`config.mk`:
```
export PLATFORM = sky130hd
export DESIGN_NAME = fetch_queue
export DESIGN_NICKNAME = d
export VERILOG_FILES = /design/src/rtl/fetch_queue.sv
export SDC_FILE = /design/constraint.sdc
export NUM_CORES = 1
export LEC_CHECK = 0
export BUFFER_PORTS_ARGS = -buffer_cell sky130_fd_sc_hd__buf_2
export CORE_UTILIZATION = 40
export CTS_CLUSTER_DIAMETER = 150
export CTS_CLUSTER_SIZE = 30
export DETAILED_ROUTE_END_ITERATION = 10
export SLEW_MARGIN = 0
export SYNTH_ARGS = -nofsm -noshare
export SYNTH_HDL_FRONTEND = slang
export SYNTH_HIERARCHICAL = 1
export SYNTH_SLANG_ARGS = --single-unit
```
`constraint.sdc`:
```
create_clock -name clock -period 8 [get_ports clock]
set_clock_uncertainty 0.2 [all_clocks]
set_input_delay 2.4 -clock clock [delete_from_list [all_inputs] [get_ports clock]]
set_output_delay 2.4 -clock clock [all_outputs]
set_load 0.005 [all_outputs]
```
`src/rtl/fetch_queue.sv`:
```
// Instruction prefetch queue: streams sequential word addresses to imem and buffers the
// returned instructions with their PCs until the decode stage accepts them.
module fetch_queue #(
    parameter int          DEPTH    = 4,
    parameter logic [31:0] RESET_PC = 32'h0000_0000
) (
    input  logic                       clock,
    input  logic                       reset,
    output logic [31:0]                address_imem,
    input  logic [31:0]                q_imem,
    input  logic                       redirect,
    input  logic [31:0]                redirect_pc,
    input  logic                       deq_ready,
    output logic                       deq_valid,
    output logic [31:0]                deq_instr,
    output logic [31:0]                deq_pc,
    output logic [$clog2(DEPTH+1)-1:0] level
);
    localparam int PW = $clog2(DEPTH);
    localparam int LW = $clog2(DEPTH + 1);

    logic [31:0]   fetch_pc_r;
    logic [31:0]   inflight_pc_r;
    logic          inflight_v_r;
    logic [PW-1:0] wr_ptr_r;
    logic [PW-1:0] rd_ptr_r;
    logic [LW-1:0] count_r;
    logic [31:0]   instr_mem_r [DEPTH];
    logic [31:0]   pc_mem_r [DEPTH];
    logic          head_valid_r;
    logic [31:0]   head_instr_r;
    logic [31:0]   head_pc_r;

    logic          issue_s;
    logic          wr_en_s;
    logic          pop_s;
    logic [LW:0]   credit_use_s;
    logic [31:0]   fetch_pc_nxt_s;
    logic [PW-1:0] wr_ptr_nxt_s;
    logic [PW-1:0] rd_ptr_nxt_s;
    logic [LW-1:0] count_nxt_s;
    logic          head_valid_nxt_s;
    logic [31:0]   head_instr_nxt_s;
    logic [31:0]   head_pc_nxt_s;

    // Credit check, response write and handshake decode for the current cycle.
    always_comb begin
        credit_use_s = {1'b0, count_r} + {{LW{1'b0}}, inflight_v_r};
        issue_s      = !redirect && (credit_use_s < (LW+1)'(DEPTH));
        wr_en_s      = inflight_v_r && !redirect;
        pop_s        = head_valid_r && deq_ready && !redirect;
    end

    // Next fetch address, FIFO pointers and occupancy; redirect overrides everything.
    always_comb begin
        fetch_pc_nxt_s = fetch_pc_r;
        wr_ptr_nxt_s   = wr_ptr_r;
        rd_ptr_nxt_s   = rd_ptr_r;
        count_nxt_s    = count_r;
        if (redirect) begin
            fetch_pc_nxt_s = redirect_pc;
            wr_ptr_nxt_s   = {PW{1'b0}};
            rd_ptr_nxt_s   = {PW{1'b0}};
            count_nxt_s    = {LW{1'b0}};
        end else begin
            if (issue_s) begin
                fetch_pc_nxt_s = fetch_pc_r + 32'd1;
            end else begin
                fetch_pc_nxt_s = fetch_pc_r;
            end
            if (wr_en_s) begin
                wr_ptr_nxt_s = wr_ptr_r + PW'(1);
            end else begin
                wr_ptr_nxt_s = wr_ptr_r;
            end
            if (pop_s) begin
                rd_ptr_nxt_s = rd_ptr_r + PW'(1);
            end else begin
                rd_ptr_nxt_s = rd_ptr_r;
            end
            case ({wr_en_s, pop_s})
                2'b10:   count_nxt_s = count_r + LW'(1);
                2'b01:   count_nxt_s = count_r - LW'(1);
                default: count_nxt_s = count_r;
            endcase
        end
    end

    // Next head entry; the slot being written this cycle bypasses storage when it becomes head.
    always_comb begin
        head_valid_nxt_s = (count_nxt_s != LW'(0));
        head_instr_nxt_s = 32'h0000_0000;
        head_pc_nxt_s    = 32'h0000_0000;
        if (!head_valid_nxt_s) begin
            head_instr_nxt_s = 32'h0000_0000;
            head_pc_nxt_s    = 32'h0000_0000;
        end else if (wr_en_s && (wr_ptr_r == rd_ptr_nxt_s)) begin
            head_instr_nxt_s = q_imem;
            head_pc_nxt_s    = inflight_pc_r;
        end else begin
            head_instr_nxt_s = instr_mem_r[rd_ptr_nxt_s];
            head_pc_nxt_s    = pc_mem_r[rd_ptr_nxt_s];
        end
    end

    // Control state and registered head outputs.
    always_ff @(posedge clock or negedge reset) begin
        if (!reset) begin
            fetch_pc_r    <= RESET_PC;
            inflight_v_r  <= 1'b0;
            inflight_pc_r <= 32'h0000_0000;
            wr_ptr_r      <= {PW{1'b0}};
            rd_ptr_r      <= {PW{1'b0}};
            count_r       <= {LW{1'b0}};
            head_valid_r  <= 1'b0;
            head_instr_r  <= 32'h0000_0000;
            head_pc_r     <= 32'h0000_0000;
        end else begin
            fetch_pc_r    <= fetch_pc_nxt_s;
            inflight_v_r  <= issue_s;
            inflight_pc_r <= issue_s ? fetch_pc_r : inflight_pc_r;
            wr_ptr_r      <= wr_ptr_nxt_s;
            rd_ptr_r      <= rd_ptr_nxt_s;
            count_r       <= count_nxt_s;
            head_valid_r  <= head_valid_nxt_s;
            head_instr_r  <= head_instr_nxt_s;
            head_pc_r     <= head_pc_nxt_s;
        end
    end

    // FIFO storage; contents are don't-care until covered by count.
    always_ff @(posedge clock) begin
        if (wr_en_s) begin
            instr_mem_r[wr_ptr_r] <= q_imem;
            pc_mem_r[wr_ptr_r]    <= inflight_pc_r;
        end
    end

    assign address_imem = fetch_pc_r;
    assign deq_valid    = head_valid_r;
    assign deq_instr    = head_instr_r;
    assign deq_pc       = head_pc_r;
    assign level        = count_r;

    fetch_queue_chk #(.DEPTH(DEPTH), .LW(LW)) u_chk (
        .clock (clock),
        .reset (reset),
        .level (count_r)
    );
endmodule

// Occupancy bound checker for fetch_queue.
module fetch_queue_chk #(
    parameter int DEPTH = 4,
    parameter int LW    = 3
) (
    input logic          clock,
    input logic          reset,
    input logic [LW-1:0] level
);
    count_bound_a: assert property (@(posedge clock) disable iff (!reset)
        ({1'b0, level} <= (LW+1)'(DEPTH)));
endmodule

```
Yosys cells after proc, flatten, opt, wreduce, memory -nomap -nowiden
Memory sizes are Yosys's and may differ from the RTL's.
Cells that the tools add are included.
{"block": "totals", "latchBits": 0, "reg_bits": 137, "memories": 2, "romBits": 0, "ramBits": 256, "in_bits": 68, "elab_cells": 44}
{"block": "classes", "multipliers": 0, "div": 0, "order_cmp": 1, "mux": 14, "reduce_logical": 9, "eq_ne": 3, "n_addsub": 6, "n_shift": 0, "bitwise": 0}
{"memory": "instr_mem_r", "depth": 4, "word_bits": 32, "rd": 1, "rd_ports_with_merged_regs": 0, "write_ports": 1, "line_no": "28", "rtl": "logic [31:0] instr_mem_r [DEPTH];"}
{"memory": "pc_mem_r", "depth": 4, "word_bits": 32, "rd": 1, "rd_ports_with_merged_regs": 0, "write_ports": 1, "line_no": "29", "rtl": "logic [31:0] pc_mem_r [DEPTH];"}
{"cell": "32-bit two-way mux", "n": 6}
{"cell": "32-bit by 1-bit adder with 32-bit output (second input constant)", "n": 1}
{"cell": "2-bit two-way mux", "n": 4}
{"cell": "3-bit one-hot mux with 2 select lines", "n": 1}
{"cell": "1-bit logical AND", "n": 5}
{"cell": "2-bit by 1-bit adder with 2-bit output (second input constant)", "n": 2}
{"cell": "3-bit by 1-bit adder with 4-bit output", "n": 1}
{"cell": "4-bit by 3-bit less-than comparator with 1-bit output (second input constant)", "n": 1}
{"cell": "2-bit nonzero test", "n": 2}
{"cell": "3-bit by 1-bit adder with 3-bit output (second input constant)", "n": 1}
{"cell": "3-bit two-way mux", "n": 1}
{"cell": "3-bit nonzero test", "n": 1}
{"cell": "3-bit by 1-bit subtractor with 3-bit output (second input constant)", "n": 1}
{"cell": "2-bit by 1-bit equality test with 1-bit output (second input constant)", "n": 1}
{"cell": "2-bit equality test", "n": 1}
{"cell": "2-bit equality test (second input constant)", "n": 1}
{"cell": "1-bit two-way mux", "n": 2}
{"cell": "1-bit zero test", "n": 1}

Logic depth before layout (Yosys ltp)
Gate-level depths: netlist (run 1).
{"block": "logic_depth", "ltp_word": 8, "ltp_mapped": 12, "depth_no_buf": 9}

Least setup slack after synthesis (run 1)
Ideal clock, no wire load.
{"block": "synth_path", "path_kind": "input to register", "start": "input redirect", "end": "register head_instr_r[0], in the netlist deq_instr[0]", "slack_ns": 2.718, "required_time_ns": 7.733, "n_path_buf": 4, "path_stages": 12, "t_arrival_ns": 5.015, "setup_time_ns": 0.067, "cell_sequence": "clkbuf_1 -> buf_1 -> nor2_1 -> ha_1 -> fa_1 -> xnor2_1 -> or3_1 -> a31o_2 -> and4b_1 -> buf_2 -> buf_2 -> a32o_1"}
{"block": "synth_between", "elab_chain_cells": 8}
{"item": "from (decl)", "line_no": "11", "rtl": "input logic redirect,"}
{"item": "branches (longest 7 deep; another with memory 4 x 32 bit)"}
{"item": "32-bit two-way mux (*)", "line_no": "94", "rtl": "if (!head_valid_nxt_s) begin"}
{"item": "via head_instr_nxt_s[0]", "line_no": "43", "rtl": "logic [31:0] head_instr_nxt_s;"}
{"item": "to (signal assigned)", "line_no": "126", "rtl": "head_instr_r <= head_instr_nxt_s;"}
{"item": "to (decl)", "line_no": "31", "rtl": "logic [31:0] head_instr_r;"}
Mark *: on every way through the listed nets, which the timed path passes.
A chain may end at the register's enable or synchronous reset.

Final worst setup path (run 1)
{"block": "layout_path", "start": "input redirect", "end": "register head_instr_r[16], in the netlist deq_instr[16]"}
The elaborated chain is that of the path after synthesis.

==> impl_results.md, run 1 <==
* WL final at 35100 µm
* Cell Chain, Critical Path: buf_2 -> buf_4 -> nor2_1 -> ha_1 -> fa_1 -> xnor2_1 -> or3_1 -> a31o_2 -> a31oi_4 -> buf_4 -> a32o_1
* Synth Area per Inst at 15.4 µm²
* Synth Net Count at 1084
* GR Util met1 at 25.3%
* CP bufs+invs at 3
* Sw frac at 24.8%
* Final worst slack at 2.16 ns
* Total grt overflow at 0
* FMAX at 0.171 GHz
* Remaining antenna violation count at 0
* Cell area after synthesis at 15500 µm²
* Final nets at 1233
* Clk pwr share at 26.2%
* Combinational Power Share at 11.7%
* Register area at 11100 µm²
* # fillers at 3415
* Iteration-0 DRC Markers at 528
* R2R depth at 10
* Worst setup EP type: flop
* Htree depth at 1
* Critical-path top delay cell: a31oi_4
* Post-synth cell types at 44
* Largest net degree at the start of global routing at 82
* Asr flop ratio synth at 34.9%
* Die width at 199 µm
* Fraction of layout cells with a size suffix above 1 at 22.4%
* Slew margin rel. at 30.8%
* Period utilization at 73.1%
* Placed cells at 1650
* Sw Pwr at 0.970 mW
* Most used routing layer: met2
* Run status: finished, final reports clean
* Setup Viol. Count Final at 0
* Pre-CTS setup slack at 1.54 ns
* Hold Worst Slack at 0.356 ns
* P per Cell Area at 224 nW/µm²
* Leak Pwr at 7.38 nW
* Post-CTS Setup Bufs at 0
* Vias in the first global route at 8606
* Non-Filler Instances at 1679
* DR pass1 iterations at 5
* Max Cap Violations at 0
* Final Critical Period at 5.84 ns
* Number of antenna violations at the first check in global routing at 0
* Cell row count at 71
* Worst-margin pin slew at 1.03 ns
* Sink Count at 393
* Root buffer cell: clkbuf_16
* P_int at 2.93 mW
* First-pass GRT wire length at 53200 µm
* Final Hold Fails at 0
* Crit start category: primary input
* N_diodes at 0
* DP Area at 17000 µm²
* Total via count in the routed design at 8736
* Final core utilization at 46.0%
* Clock buffer depth at 3
* Most frequent CP cell: buf_4
* DP HPWL at 20100 µm
* RSZ-0062 raised after global routing: false
* Setup TNS at 0 ns
* DR WL/cell at 20.9 µm
* Vias/cell at 5.20
* Area Growth Syn to Fin at 12.4%
* Area of the multi-input gates at 4200 µm²
* Maximum vdd drop at 0.000154 V
* GRT Overall Usage at 17.9%
* Critical Path RT at 8.25 ns
* Gate Count Post-Synth at 1009
* Worst Setup Path Type: in2reg
* Number of remaining DRC errors at 0
* CP peak stage delay at 0.81 ns
* Hold Path Class: reg2reg
* Cts hold-fix bufs at 0
* CORE AREA at 37900 µm²
* Met3 Usage GRT at 2.32%
* Sequential group share of total power at 62.1%
* Number of buffers created by CTS at 17
* Final RePlAce weighted congestion at 0.724
* Seq/Total Area, Yosys at 71.6%
* Slew Viols, Final at 0
* Stages on worst setup path at 11
* Hold depth at 0
* Die area at 39600 µm²
* CTS tree: yes
* I/O Pins at 168
* Reg clk slew, reported paths at 0.11 ns
* Post-CTS Resized at 0
* Die Ht at 199 µm
* Yosys warns at 6
* Grt met2 use at 29.5%
* Design area at 17400 µm²
* Starting Density at 40.9%
* Ys flop type: edfxtp_1
* CP top delay family: compound AO/OA/AOI/OAI gates
* EDFF count, synth at 256
* Tot Pwr at 3.90 mW
* Synthesized flop and latch total at 393
* CP max FO at 74
* Crit path DAT at 6.10 ns
* Number of port buffers at 167
* Later-pin clock latency in the skew report at 0.52 ns
## sequential cells by signal, summed over array words and instances, names as in the netlist
name,cells
instr_mem_r,128
pc_mem_r,128
address_imem,32
deq_instr,32
deq_pc,32
inflight_pc_r,32
level,3
rd_ptr_r,2
wr_ptr_r,2
deq_valid,1
inflight_v_r,1
## placed cells by master, fill, tap and decap left out, types with 6 or more instances in the layout
master	count
clkbuf_16	17
o21ai_1	8
edfxtp_1	256
mux2_2	33
xnor2_1	24
nand2_1	170
nand4_1	7
o21ai_0	22
ha_1	6
dfrtp_1	137
xor2_1	13
nor3_1	6
nor2_1	10
buf_4	16
buf_2	166
inv_1	8
a32o_1	64
nor4_1	6
clkbuf_1	11
nand3_1	12
mux2i_1	131
## layout make-up
class | instances | share of cell area (%)
Clock buffer | 28 | 2.67
Clock inverter | 1 | 0.172
Inverter | 9 | 0.194
Multi-Input combinational cell | 554 | 24.1
Sequential cell | 393 | 63.7
Tap cell | 511 | 3.66
Timing Repair Buffer | 183 | 5.51
## cells in the mapped netlist (4+ instances only)
cell type | instances | area [µm²]
mux2i_1 | 132 | 1320
nand3_1 | 12 | 60.1
o21ai_1 | 8 | 40.0
xnor2_1 | 24 | 210
nor4_4 | 4 | 85.1
xor2_1 | 14 | 123
nand2_1 | 170 | 638
edfxtp_1 | 256 | 7690
and2_1 | 4 | 25.0
nand4_1 | 7 | 43.8
a32o_1 | 64 | 641
nor3_1 | 6 | 30.0
clkbuf_1 | 22 | 82.6
ha_1 | 6 | 75.1
nor2_1 | 11 | 41.3
dfrtp_1 | 137 | 3430
o21ai_0 | 22 | 110
nor4_1 | 6 | 37.5
buf_2 | 27 | 135
inv_1 | 9 | 33.8
mux2_2 | 33 | 372
## metal layers
| metal | wire [µm] | share of wire [%] | vias up |
|---|---|---|---|
| met2 | 16600 | 47 | 198 |
| met1 | 16500 | 47 | 4472 |
| met5 | 0 | 0 | - |
| met3 | 1460 | 4.1 | 27 |
| li1 | - | - | 4039 |
| met4 | 598 | 1.7 | 0 |
## power groups by stage
| stage | sequential, mW | combinational [mW] | clock (mW) |
|---|---|---|---|
| after floorplan | 2.44 | 0.272 | 0 |
| after global placement | 2.47 | 0.456 | 0 |
| after detailed placement | 2.47 | 0.463 | 0 |
| after CTS | 2.43 | 0.464 | 1.05 |
| after global routing | 2.44 | 0.502 | 1.12 |
| final | 2.43 | 0.455 | 1.02 |
## path summary, 6_finish.rpt
check | to | startpoint | slack [ns]
min in group asynchronous | deq_instr[15] | reset | 1.75
max reg2reg | deq_instr[16] | inflight_v_r | 3.81
max | deq_instr[16] | redirect | 2.16
max in group asynchronous | deq_pc[1] | reset | 4.54
min reg2reg | pc_mem_r[0][5] | inflight_pc_r[5] | 0.36
min | pc_mem_r[0][5] | inflight_pc_r[5] | 0.36
## worst reg2reg max path: cells and delay by family, from the launching register on
kind	cells	cell delay [ns]
flops	1	0.46
compound gates	3	1.33
xor+xnor	1	0.15
buf+inv	2	0.55
simple gates	2	0.82
fa+ha+maj	2	0.62
## kinds of logic (layout without fill, tap and decap cells)
logic type	count (synthesis)	after routing	share of synthesized area (%)
muxes	165	165	10.9
buffers and inverters	62	221	1.77
xor gates and xnor gates	38	38	2.14
adders and majority gates	7	7	0.613
AOI/OAI and AO/OA	102	102	5.51
DFF	393	393	71.6
and+or+nand+nor	242	242	7.46
(Power assumes the default switching activity.)
==> run 2: changes to the inputs <==
--- a/config.mk
+++ b/config.mk
@@ -5,6 +5,7 @@
 export SDC_FILE = /design/constraint.sdc
 export NUM_CORES = 1
 export LEC_CHECK = 0
+export ABC_AREA = 1
 export BUFFER_PORTS_ARGS = -buffer_cell sky130_fd_sc_hd__buf_2
 export CORE_UTILIZATION = 40
 export CTS_CLUSTER_DIAMETER = 150
==> constraint.sdc (replaced) <==
create_clock -name clock -period 4.8 [get_ports clock]
set_clock_uncertainty 0.2 [all_clocks]
set_input_delay 1.44 -clock clock [delete_from_list [all_inputs] [get_ports clock]]
set_output_delay 1.44 -clock clock [all_outputs]
set_load 0.005 [all_outputs]
==> run 2 against run 1 <==
Total power rose by 86%. Sequential power rose by 72%. Critical path depth grew 2. Setup slack got worse by 0.90 ns. Die area rose by 13%. First-iteration DRC count up 51%. Critical path type unchanged. Critical endpoint is now deq_instr[29].
==> impl_results.md, run 2 <==
* Run status: finished, final reports clean
* Placed cells at 2582 (+56%)
* CP peak stage delay at 0.39 ns (-0.42 ns)
* Starting Density at 40.6% (-0.28 points)
* DR WL/cell at 16.9 µm (-19%)
* Root buffer cell: clkbuf_16
* Cell Chain, Critical Path: buf_2 -> nor2_1 -> inv_2 -> ha_1 -> fa_1 -> nor2_1 -> nor2_1 -> nand3_1 -> nand3_1 -> nand3b_1 -> buf_4 -> nand2_1 -> nor2_1
* Area of the multi-input gates at 4810 µm² (+14%)
* Hold depth at 0 (unchanged)
* Vias in the first global route at 12.1k (+41%)
* Hold Crit Start: inflight_pc_r[30]
* Yosys warns at 6 (unchanged)
* Synth Net Count at 1958 (+81%)
* Die area at 44700 µm² (+13%)
* Clock buffer depth at 3 (unchanged)
* Slew margin rel. at 20.2% (-11 points)
* EDFF count, synth at 256 (unchanged)
* Leak Pwr at 9.03 nW (+22%)
* Seq/Total Area, Yosys at 63.3% (-8.3 points)
* First-pass GRT wire length at 68900 µm (+30%)
* Fraction of layout cells with a size suffix above 1 at 11.7% (-11 points)
* FMAX at 0.282 GHz
* Post-CTS Setup Bufs at 0 (unchanged)
* RSZ-0062 raised after global routing: false
* DP HPWL at 26700 µm (+33%)
* Largest regs: instr_mem_r (128), pc_mem_r (128)
* DR pass1 iterations at 5 (unchanged)
* DR WL met2 at 21100 µm (+27%)
* Total grt overflow at 0 (unchanged)
* Later-pin clock latency in the skew report at 0.54 ns (+0.02 ns)
* Asr flop ratio synth at 34.9% (unchanged)
* Synth Area per Inst at 9.32 µm² (-39%)
* P per Cell Area at 372 nW/µm² (+66%)
* Crit start category: primary input
* Setup TNS at 0 ns (unchanged)
* Vias/cell at 4.84 (-6.9%)
* Slew Viols, Final at 0 (unchanged)
* Synthesized flop and latch total at 393 (unchanged)
* Post-synth top area cell: edfxtp_1
* Synth cell count leaders: nand2_1, inv_1, nor2_1
* Critical-path top delay cell: fa_1
* Number of antenna violations at the first check in global routing at 2 (+2)
* Ys flop type: edfxtp_1
* GRT Overall Usage at 20.1% (+2.3 points)
* Number of port buffers at 167 (unchanged)
* Worst Setup Path Type: in2reg
* Commonest non-fill, non-tap cell in the layout: nand2_1
* Area Growth Syn to Fin at 11.5%
* Crit path DAT at 3.79 ns (-2.31 ns)
* CORE AREA at 43200 µm² (+14%)
* CTS tree: yes
* R2R Path Start: inflight_v_r
* Max Cap Violations at 0 (unchanged)
* R2R depth at 13 (+3)
* Remaining antenna violation count at 0 (unchanged)
* Register area at 11100 µm² (unchanged)
* DR top layer: met5
* Final Critical Period at 3.54 ns
* Gate Count Post-Synth at 1883 (+87%)
* Die width at 211 µm (+6.3%)
* Sink Count at 393 (unchanged)
* Number of remaining DRC errors at 0 (unchanged)
* Final nets at 2091 (+70%)
* Critical Path RT at 5.05 ns (-3.20 ns)
* Most frequent CP cell: nor2_1
* Share of the synthesized area in the top cell type at 43.8% (-5.7 points)
* Reg clk slew, reported paths at 0.11 ns (about the same)
* CP top delay family: simple AND/OR/NAND/NOR gates
* Post-synth cell types at 35 (-20%)
* Hold EP: pc_mem_r[2][30]
* Htree depth at 1 (unchanged)
* Setup Viol. Count Final at 0 (unchanged)
* Maximum vdd drop at 0.000279 V (+81%)
* Non-Filler Instances at 2611 (+56%)
* I/O Pins at 168 (unchanged)
* Reg2Reg Capture Point: deq_instr[29]
* CP max FO at 19 (-74%)
* Cell row count at 76 (+7.0%)
* Largest net degree at the start of global routing at 115 (+40%)
* Final RePlAce weighted congestion at 0.883 (+22%)
* Iteration-0 DRC Markers at 799 (+51%)
* # fillers at 4213 (+23%)
* Met1 wire length at 19800 µm (+20%)
* CP bufs+invs at 3 (unchanged)
* Cts hold-fix bufs at 0 (unchanged)
* Final Hold Fails at 0 (unchanged)
* R2r setup slk at 1.88 ns (-1.93 ns)
* Post-CTS Resized at 0 (unchanged)
* Number of buffers created by CTS at 17 (unchanged)
* Commonest cells after routing, fill and taps aside: nand2_1, inv_1, edfxtp_1
* Worst-margin pin slew at 1.20 ns (+0.169 ns)
* Hold Path Class: reg2reg
* Worst setup EP type: flop
* WL met3 at 2420 µm (+66%)
* Tot Pwr at 7.27 mW (+86%)
* Die Ht at 211 µm (+6.3%)
* WL final at 44200 µm (+26%)
* Total via count in the routed design at 12.6k (+45%)
* Top-count cell post-synth: nand2_1
* Largest cells by area after synthesis: edfxtp_1, dfrtp_1, nand2_1
* Cell area after synthesis at 17500 µm² (+13%)
* Period utilization at 73.8%
run 2: cell count changes in the layout (fill, tap and decap cells not counted), moves of 24 or more:
cell,change
nand2_1,+301
inv_1,+304
xnor2_1,-24
o21ai_0,+33
mux2i_1,-131
nor2_1,+245
mux2_2,-33
o21ai_1,+42
nand3_1,+160
a32o_1,-64
run 2: cells by family (layout without fill, tap and decap cells):
| logic type | Yosys count | in the layout | synth area share, % |
|---|---|---|---|
| xor+xnor | 10 | 10 | 0.499 |
| buf+inv | 401 | 543 | 9.63 |
| other cells | 0 | 1 | 0 |
| compound gates | 133 | 133 | 4.05 |
| flops | 393 | 393 | 63.3 |
| simple gates | 939 | 939 | 21.9 |
| fa+ha+maj | 7 | 7 | 0.542 |
run 2: power by group:
group	switching, mW	total, mW	internal [mW]
sequential	0.225	4.19	3.96
clock	1.03	1.72	0.689
combinational	0.889	1.37	0.479
run 2: area by class of cell:
class                           count  share of cell area, %
Timing Repair Buffer              199                   6.24
Clock inverter                      1                  0.154
Multi-Input combinational cell   1089                   24.6
Antenna cell                        1                 0.0128
Sequential cell                   393                   56.8
Clock buffer                       27                   2.37
Inverter                          316                   6.08
Tap cell                          585                   3.74
run 2: how the worst max path moves through the flow:
stage               slack, ns  cells after the start      from                end
finish                   1.26                     13  redirect      deq_instr[29]
global route             1.09                     13  redirect         deq_pc[14]
floorplan               -0.53                      4  redirect  instr_mem_r[0][0]
detailed placement       0.75                     11  redirect      deq_instr[29]
CTS                      1.30                     13  redirect      deq_instr[29]
global placement         0.82                     13  redirect         deq_pc[13]
run 2: routing by layer:
| metal | vias up | global-route usage (%) |
|---|---|---|
| li1 | 6186 | - |
| met1 | 6056 | 27.0 |
| met2 | 344 | 34.2 |
| met3 | 54 | 2.69 |
| met4 | 2 | 5.40 |
| met5 | - | 0.445 |
run 2: metrics by stage:
| step | utilization (%) | setup slack (ns) | cell area (µm²) | hold slack (ns) |
|---|---|---|---|---|
| 6_report | 45.3 | 1.26 | 19600 | 0.321 |
| 3_3_place_gp | 44.2 | 0.818 | 19100 | 0.286 |
| 4_1_cts | 45.3 | 1.30 | 19600 | 0.317 |
| 5_1_grt | 45.3 | 1.09 | 19600 | 0.340 |
| 3_5_place_dp | 44.2 | 0.745 | 19100 | 0.297 |
| 2_1_floorplan | - | -0.532 | 17500 | 0.276 |
==> run 3: changes to the inputs <==
==> constraint.sdc (replaced) <==
create_clock -name clock -period 3.3 [get_ports clock]
set_clock_uncertainty 0.2 [all_clocks]
set_input_delay 0.99 -clock clock [delete_from_list [all_inputs] [get_ports clock]]
set_output_delay 0.99 -clock clock [all_outputs]
set_load 0.005 [all_outputs]
==> run 3 against run 2 <==
Clock-buffer cell count is 1 higher. Core utilization is 0.70 points higher. Cell count is 0.65% higher. Die area stayed put. Sequential power is 45% higher. Register-to-register slack worse by 1.1 ns. Critical path depth is 1 higher. Routed wire length is 1.5% lower. Critical endpoint is now deq_instr[0]. Largest power group unchanged. Highest routed layer is now met4.
==> impl_results.md, run 3 (synthesis results as in run 2) <==
* Critical-path top delay cell: fa_1
* Slew margin rel. at 51.8% (+32 points)
* N_diodes at 0 (-1)
* Setup Viol. Count Final at 0 (unchanged)
* Run status: finished, final reports clean
* CP top delay family: simple AND/OR/NAND/NOR gates
* Max Cap Violations at 0 (unchanged)
* Die width at 211 µm (unchanged)
* DR WL/cell at 16.6 µm (-2.2%)
* FMAX at 0.368 GHz
* Most used routing layer: met2
* Number of buffers created by CTS at 17 (unchanged)
* Leak Pwr at 9.18 nW (+1.6%)
* Reg clk slew, reported paths at 0.11 ns (about the same)
* Later-pin clock latency in the skew report at 0.53 ns (about the same)
* Hold Path Class: in2async
* Starting Density at 40.6% (unchanged)
* Post-CTS Setup Bufs at 0 (unchanged)
* Die area at 44700 µm² (unchanged)
* Worst Setup Path Type: in2reg
* Largest net degree at the start of global routing at 69 (-40%)
* Final RePlAce weighted congestion at 0.851 (-3.7%)
* Total via count in the routed design at 12.5k (-0.74%)
* Period utilization at 82.4%
* Final worst slack at 0.580 ns (-0.677 ns)
* Met3 Usage GRT at 2.40% (-0.28 points)
* Iteration-0 DRC Markers at 879 (+10%)
* Commonest non-fill, non-tap cell in the layout: nand2_1
* Largest regs: instr_mem_r (128), pc_mem_r (128)
* Critical Path RT at 3.55 ns (-1.50 ns)
* Pre-CTS setup slack at 0.0501 ns (-0.695 ns)
* Worst-margin pin slew at 0.723 ns (-0.474 ns)
* WL final at 43500 µm (-1.5%)
* Fraction of layout cells with a size suffix above 1 at 12.4% (+0.73 points)
* Remaining antenna violation count at 0 (unchanged)
* Vias/cell at 4.78 (-1.4%)
* Final Hold Fails at 0 (unchanged)
* Root buffer cell: clkbuf_16
* Maximum vdd drop at 0.000325 V (+17%)
* Worst setup EP type: flop
* Tot Pwr at 10.7 mW (+46%)
* Sink Count at 393 (unchanged)
* DP HPWL at 27400 µm (+2.5%)
* Number of antenna violations at the first check in global routing at 0 (-2)
* GRT Overall Usage at 19.9% (-0.23 points)
* CP peak stage delay at 0.38 ns (about the same)
* Most frequent CP cell: nor2_1
* Post-CTS Resized at 0 (unchanged)
* Crit path DAT at 2.97 ns (-0.82 ns)
* Number of remaining DRC errors at 0 (unchanged)
* Crit start category: primary input
* Clock buffer depth at 3 (unchanged)
* First-pass GRT wire length at 68700 µm (-0.29%)
* Grt met2 use at 33.8% (-0.42 points)
* Vias in the first global route at 11.9k (-1.7%)
* CP bufs+invs at 4 (+1)
* CORE AREA at 43200 µm² (unchanged)
* Final nets at 2108 (+0.81%)
* Area Growth Syn to Fin at 13.2%
* Commonest cells after routing, fill and taps aside: nand2_1, inv_1, edfxtp_1
* Htree depth at 1 (unchanged)
* Cell Chain, Critical Path: buf_2 -> nor2_1 -> inv_2 -> ha_1 -> fa_1 -> nor2_1 -> nor2_1 -> nand3_1 -> nand3_1 -> nand3b_1 -> buf_12 -> buf_12 -> nand2_1 -> nor2_1
* Hold Worst Slack at 0.142 ns (-0.179 ns)
* CTS tree: yes
* Final Critical Period at 2.72 ns
* Cts hold-fix bufs at 0 (unchanged)
* Total grt overflow at 0 (unchanged)
* CP max FO at 14 (-5)
* Die Ht at 211 µm (unchanged)
* GR Util met1 at 27.8% (+0.75 points)
* DR pass1 iterations at 5 (unchanged)
* Number of port buffers at 167 (unchanged)
* RSZ-0062 raised after global routing: false
* Cell row count at 76 (unchanged)
* P per Cell Area at 536 nW/µm² (+44%)
* I/O Pins at 168 (unchanged)
* Slew Viols, Final at 0 (unchanged)
## run 3: path summary, 6_finish.rpt
kind / start / end / slack [ns] / cells after the start
min: reset / address_imem[31] / 0.14 / 1
min reg2reg: inflight_pc_r[26] / pc_mem_r[1][26] / 0.32 / 0
max reg2reg: deq_valid / deq_instr[0] / 0.78 / 13
max: redirect / deq_instr[0] / 0.58 / 14
min in group clock: inflight_pc_r[26] / pc_mem_r[1][26] / 0.32 / 0
max in group asynchronous: reset / deq_instr[15] / 2.09 / 2
## run 3: layout make-up
cell class / count / area, µm²
fill: 4183 / 23300
sequential: 393 / 11100
multi-input combinational: 1089 / 4810
timing repair buffer: 216 / 1520
inverter: 316 / 1190
tap: 585 / 732
clock buffer: 28 / 467
clock inverter: 1 / 30.0
## run 3: layer usage
layer  share of wire, %  wire length, µm  vias up
met5                  0                0        -
met4                1.4              604        0
met3                5.4             2330       32
met2                 48            20900      347
met1                 45            19700     5943
li1                   -                -     6227
## run 3: report_power, final
| group | switching, mW | total [mW] | leakage, nW | internal [mW] |
|---|---|---|---|---|
| combinational | 1.32 | 2.10 | 4.88 | 0.783 |
| sequential | 0.305 | 6.07 | 4.07 | 5.76 |
| clock | 1.48 | 2.49 | 0.234 | 1.01 |
## run 3: worst reg2reg max path, stage by stage (launching register included)
cell      delay [ns]
dfrtp_1         0.44
nand2_1         0.13
nor2_1          0.06
ha_1            0.22
fa_1            0.38
nor2_1          0.12
nor2_1          0.06
nand3_1         0.07
nand3_1         0.10
nand3b_1        0.15
buf_12          0.20
buf_12          0.16
nand2_1         0.06
nor2_1          0.10
## run 3: per-stage QoR
step / setup TNS, ns / cell area [µm²] / cells / utilization, %
6_report: 0 / 19900 / 2628 / 46.0
5_1_grt: 0 / 19900 / 2628 / 46.0
4_1_cts: 0 / 19900 / 2628 / 46.0
3_5_place_dp: 0 / 19400 / 2599 / 44.9
3_3_place_gp: 0 / 19400 / 2599 / 44.9
2_1_floorplan: -134.11 / 17600 / 1883 / -
